<file path="src/rtl/consumer.sv">
// Read-side controller of a dual-clock FIFO: write-pointer synchronizer, read pointers,
// memory read strobe and a 2-entry FWFT output buffer. Define CONSUMER_ALMOST_EMPTY_EN for almost_empty.
module consumer #(
  parameter int unsigned ADDR_WIDTH = 9,
  parameter int unsigned DATA_WIDTH = 8,
  parameter int unsigned AE_LEVEL   = 4
) (
  input  logic                  clk,
  input  logic                  r_rst,
  input  logic [ADDR_WIDTH:0]   Gray_wptr,
  output logic [ADDR_WIDTH-1:0] r_addr,
  output logic                  r_mem_en,
  input  logic [DATA_WIDTH-1:0] mem_rdata,
  output logic [DATA_WIDTH-1:0] dout,
  output logic                  dout_valid,
  input  logic                  dout_ready,
  output logic                  empty,
  output logic [ADDR_WIDTH:0]   gray_rptr,
  output logic [ADDR_WIDTH:0]   binary_rptr,
  output logic [ADDR_WIDTH:0]   rd_level,
  output logic                  almost_empty
);

  localparam int unsigned PW = ADDR_WIDTH + 1;

  typedef enum logic [1:0] {
    StEmpty = 2'd0,
    StOne   = 2'd1,
    StTwo   = 2'd2
  } buf_state_e;

  logic [PW-1:0]         r_sync1, r_wptr_sync, w_wptr_bin;
  logic [PW-1:0]         r_bin_rptr, r_gray_rptr, w_bin_rptr_nxt, w_gray_rptr_nxt;
  logic                  r_empty, r_inflight, w_pop, w_mem_en;
  logic [1:0]            w_occ;
  buf_state_e            r_state, w_state_nxt;
  logic [DATA_WIDTH-1:0] r_buf0, r_buf1, w_buf0_nxt, w_buf1_nxt;

  always_comb begin
    w_wptr_bin = '0;
    for (int i = 0; i < int'(PW); i++) begin
      w_wptr_bin[i] = ^(r_wptr_sync >> i);
    end
  end

  assign w_pop = dout_valid & dout_ready;
  // Occupancy after this cycle's pop; pop implies buf_cnt >= 1, so no underflow.
  assign w_occ = r_state + {1'b0, r_inflight} - {1'b0, w_pop};
  assign w_mem_en = !r_empty && (w_occ < 2'd2);

  assign w_bin_rptr_nxt  = r_bin_rptr + PW'(w_mem_en);
  assign w_gray_rptr_nxt = (w_bin_rptr_nxt >> 1) ^ w_bin_rptr_nxt;

  always_comb begin
    w_state_nxt = r_state;
    w_buf0_nxt  = r_buf0;
    w_buf1_nxt  = r_buf1;
    case (r_state)
      StEmpty: begin
        if (r_inflight) begin
          w_buf0_nxt  = mem_rdata;
          w_state_nxt = StOne;
        end
      end
      StOne: begin
        if (r_inflight && w_pop) begin
          w_buf0_nxt = mem_rdata;
        end else if (r_inflight) begin
          w_buf1_nxt  = mem_rdata;
          w_state_nxt = StTwo;
        end else if (w_pop) begin
          w_state_nxt = StEmpty;
        end
      end
      StTwo: begin
        if (w_pop) begin
          w_buf0_nxt = r_buf1;
          if (r_inflight) begin
            w_buf1_nxt = mem_rdata;
          end else begin
            w_state_nxt = StOne;
          end
        end
      end
      default: w_state_nxt = StEmpty;
    endcase
  end

  always_ff @(posedge clk) begin
    if (r_rst) begin
      r_sync1     <= '0;
      r_wptr_sync <= '0;
      r_bin_rptr  <= '0;
      r_gray_rptr <= '0;
      r_empty     <= 1'b1;
      r_inflight  <= 1'b0;
      r_state     <= StEmpty;
      r_buf0      <= '0;
      r_buf1      <= '0;
    end else begin
      r_sync1     <= Gray_wptr;
      r_wptr_sync <= r_sync1;
      r_bin_rptr  <= w_bin_rptr_nxt;
      r_gray_rptr <= w_gray_rptr_nxt;
      r_empty     <= (w_gray_rptr_nxt == r_wptr_sync);
      r_inflight  <= w_mem_en;
      r_state     <= w_state_nxt;
      r_buf0      <= w_buf0_nxt;
      r_buf1      <= w_buf1_nxt;
    end
  end

`ifdef CONSUMER_ALMOST_EMPTY_EN
  logic          r_almost_empty;
  logic [PW-1:0] w_rd_level_nxt;

  assign w_rd_level_nxt = w_wptr_bin - w_bin_rptr_nxt;

  always_ff @(posedge clk) begin
    if (r_rst) begin
      r_almost_empty <= 1'b1;
    end else begin
      r_almost_empty <= (w_rd_level_nxt <= PW'(AE_LEVEL));
    end
  end

  assign almost_empty = r_almost_empty;
`else
  assign almost_empty = 1'b0;
`endif

  assign r_addr      = r_bin_rptr[ADDR_WIDTH-1:0];
  assign r_mem_en    = w_mem_en;
  assign dout        = r_buf0;
  assign dout_valid  = (r_state != StEmpty);
  assign empty       = r_empty;
  assign gray_rptr   = r_gray_rptr;
  assign binary_rptr = r_bin_rptr;
  assign rd_level    = w_wptr_bin - r_bin_rptr;

endmodule

</file>
<file path="config.mk">
export PLATFORM = sky130hd
export DESIGN_NAME = consumer
export DESIGN_NICKNAME = d
export VERILOG_FILES = /design/src/rtl/consumer.sv
export SDC_FILE = /design/constraint.sdc
export NUM_CORES = 1
export LEC_CHECK = 0
export BUFFER_PORTS_ARGS = -buffer_cell sky130_fd_sc_hd__buf_2
export CAP_MARGIN = 20
export CORE_MARGIN = 2
export CORE_UTILIZATION = 53
export DETAILED_ROUTE_END_ITERATION = 16
export GPL_TIMING_DRIVEN = 0
export PLACE_DENSITY = 0.82
export SYNTH_ARGS = -nofsm -noshare
export SYNTH_HDL_FRONTEND = slang
export SYNTH_SLANG_ARGS = --single-unit
</file>
<file path="constraint.sdc">
create_clock -name clk -period 10.5 [get_ports clk]
set_input_delay 2.1 -clock clk [delete_from_list [all_inputs] [get_ports clk]]
set_output_delay 2.1 -clock clk [all_outputs]
set_load 0.005 [all_outputs]
</file>
==> impl_metrics.toml <==
[clock_network]
clock_sinks = 59
clock_path_buffers = 2
tritoncts = "built"
post_cts_resized = 0
h-tree-depth = 3
hold_buffers = 0
clk_pin_slew_worst_paths_ns = 0.07
cts_buffers = 9
cts-root-buf = "clkbuf_8"
cts_setup_buffers = 0
worstSkewPairLatency_ns = 0.33

[route]
via_count = 2342
firstDrtPassIters = 4
drtAntennaViolNets = 0
drc = 0
vias_per_cell = 4.87
dr.first_iter.drc_count = 170
wl_mm = 5.75
wl_per_cell_um = 11.9

[critical_path]
criticalPathCategory = "flip-flop to output pin"
required_ns = 8.40
arrival_ns = 3.94
r2r_slack_ns = 6.91
cp_max_fo = 5
end_kind = "output pin"
setup.worst_path.start_class = "flip-flop"

[pwr]
leakage_nw = 1.71
combPwrFrac_pct = 26.2
power_frac_seq_pct = 42.4
ir_worst_vdd_v = 0.0000906
power.density_nw_per_um2 = 159
netSwitchingPower_mw = 0.173
swShare_pct = 30.0
intPower_mw = 0.405
clockPowerShare_pct = 31.4

[synthesis]
synthesis.area_um2 = 3020
syn_nets = 358
ys.flop_type = "dfxtp_1"
yosysSeqAreaShare_pct = 39.1
synthArstFlopShare_pct = 0
ys_ff_latch = 59
synth_edf_count = 0
syn_area_per_cell_um2 = 9.30
ys_types = 49
synthCells = 325
yosys_warnings = 0

[sta]
layout_min_cycle_time_ns = 6.04
slew_viol_final = 0
fin_skew_ns = 0.00786
fmax_mhz = 165
finalSetupViolations = 0
finalSetupTns_ns = 0
slew_headroom_pct = 60.4
post-route-period-util_pct = 57.6
hold_violations = 0
grt_setup_unrepaired = "no"
worst_pin_slew_ns = 0.594

[min_path]
hp-class = "flip-flop to flip-flop"

[place]
place_congestion = 0.823
place_inst = 465
dp_hpwl_mm = 4.53
place.port_buffers = 68

[flow_run]
cap_viol_max_count = 0

[layout]
drive_gt1_share_pct = 26.7
synthToLayoutAreaGrowth_pct = 20.2
fillers = 454
diodes = 0
layoutNonFillerInstCount = 481
finalNetCount = 437

[global_routing]
overflow = 0
grt_pass1_vias = 2180
grt_pass1_wl_mm = 9.72
grt_usage_pct = 19.7
antenna_found_initial = 0
grt_max_degree = 12

[floorplanning]
die_area_um2 = 6320
core.rowCount = 27
core-area_um2 = 5510
ios = 72
die_height_um = 79.5
fp.dieW_um = 79.5
start_util_pct = 54.9

[run_status]
run_status = "finished, final reports clean"
-- cell usage after synthesis, drive strengths merged (2+ instances only) --
library cell / number / area, um^2
nand3: 7 / 40.0
a211oi: 8 / 60.1
dfxtp: 59 / 1180
nor3: 5 / 25.0
and2: 2 / 12.5
a21oi: 12 / 60.1
xor2: 13 / 129
buf: 14 / 95.1
nor2: 44 / 165
ha: 11 / 138
clkbuf: 10 / 37.5
and4: 2 / 17.5
inv: 16 / 60.1
nand2: 11 / 41.3
nand2b: 3 / 18.8
or3: 4 / 25.0
o21ai: 6 / 30.0
xnor3: 2 / 45.0
xnor2: 28 / 275
nand4: 2 / 12.5
nor2b: 27 / 169
mux2: 2 / 22.5
mux2i: 18 / 180
-- worst paths after layout --
path / from / cells past startpoint / to
setup / recovery: r_wptr_sync[9]$_SDFF_PP0_ / 16 / rd_level[8]
hold / removal: r_sync1[9]$_SDFF_PP0_ / 1 / r_wptr_sync[9]$_SDFF_PP0_
setup reg to reg: r_state[1]$_SDFFE_PP0P_ / 12 / empty$_SDFF_PP1_
hold reg to reg: r_sync1[9]$_SDFF_PP0_ / 1 / r_wptr_sync[9]$_SDFF_PP0_
-- power by group through the flow --
stage          clock network [mW]  logic [mW]  registers (mW)
2_1_floorplan                   0       0.103           0.249
3_3_place_gp                    0       0.148           0.250
3_5_place_dp                    0       0.153           0.250
4_1_cts                     0.187       0.153           0.245
5_1_grt                     0.198       0.172           0.246
6_report                    0.182       0.151           0.245
-- state kept, by name, summed over array words and instances, names as in the netlist --
register,cells
binary_rptr,10
dout,8
empty,1
gray_rptr,9
r_buf1,8
r_inflight,1
r_state,2
r_sync1,10
r_wptr_sync,10
-- worst max-delay path, stage by stage (launching register included) --
cell and delay [ns]:
dfxtp_1 0.44, xor3_2 0.43, xor2_2 0.19, xnor2_2 0.17, xnor2_2 0.17, xnor2_2 0.27
xnor2_1 0.16, ha_1 0.18, inv_1 0.06, fa_1 0.40, a21o_1 0.17, a21oi_1 0.22
o21bai_1 0.10, a21oi_1 0.23, o21ai_0 0.15, xor2_1 0.15, buf_2 0.13
-- area by class of cell --
type                            count  area (um^2)  share of cell area, %
Buffer                             24          133                   3.65
Clock buffer                       10          138                   3.79
Clock inverter                      6         41.3                   1.14
Inverter                           16         60.1                   1.65
Multi-Input combinational cell    226         1650                   45.4
Sequential cell                    59         1180                   32.5
Tap cell                           72         90.1                   2.48
Timing Repair Buffer               68          340                   9.37
-- cells by family (layout without fill, tap and decap cells) --
kind of cell	after synthesis	after routing	synth area share, %
AND/OR/NAND/NOR	112	112	18.6
AO/OA/AOI/OAI	37	37	8.24
other	1	1	0.124
multiplexers	20	20	6.71
adder cells (fa/ha/maj)	12	12	5.22
buffers and inverters	40	124	6.38
flip-flops	59	59	39.1
XOR/XNOR	44	44	15.7
-- metrics by stage --
stage | cell area, um^2 | hold WS (ns) | power (mW) | util (%) | setup WS, ns
global placement | 3450 | 0.424 | 0.397 | 62.7 | 4.87
CTS | 3630 | 0.436 | 0.585 | 65.9 | 4.41
finish | 3630 | 0.436 | 0.578 | 65.9 | 4.46
detailed placement | 3450 | 0.420 | 0.403 | 62.7 | 4.77
global route | 3630 | 0.467 | 0.617 | 65.9 | 4.14
floorplan | 3020 | 0.414 | 0.352 | - | 5.22
-- layer usage --
metal  track usage, %  wire length (um)  vias to the layer above
li1                 -                 -                     1226
met1             25.2              2670                     1055
met2             32.8              2750                       57
met3             4.19               274                        4
met4             7.24                54                        0
met5                0                 0                        -
-- cell usage in the layout (no fill, tap or decap), types with 2 or more instances in the layout --
master      synthesis  layout
a21oi_1            12      12
xnor2_2             4       4
nand4_1             2       2
nand2b_1            3       3
ha_1               11      11
nor3_1              5       5
nor2_1             44      44
or3_1               4       4
and4_1              2       2
mux2i_1            18      18
o21ai_0             5       5
xor2_1             11      11
a211oi_1            8       8
dfxtp_1            59      59
inv_1              15      15
clkbuf_8            0      10
clkinvlp_4          0       3
nor2b_1            27      27
buf_2               1      69
clkbuf_1           10      10
clkinv_2            0       2
and2_1              2       2
mux2_2              2       2
xor2_2              2       2
nand2_1            11      11
xnor2_1            24      24
nand3_1             6       6
buf_4              11      11
xnor3_1             2       2
buf_1               2       2
No activity file was read; power rests on OpenSTA's default activity.
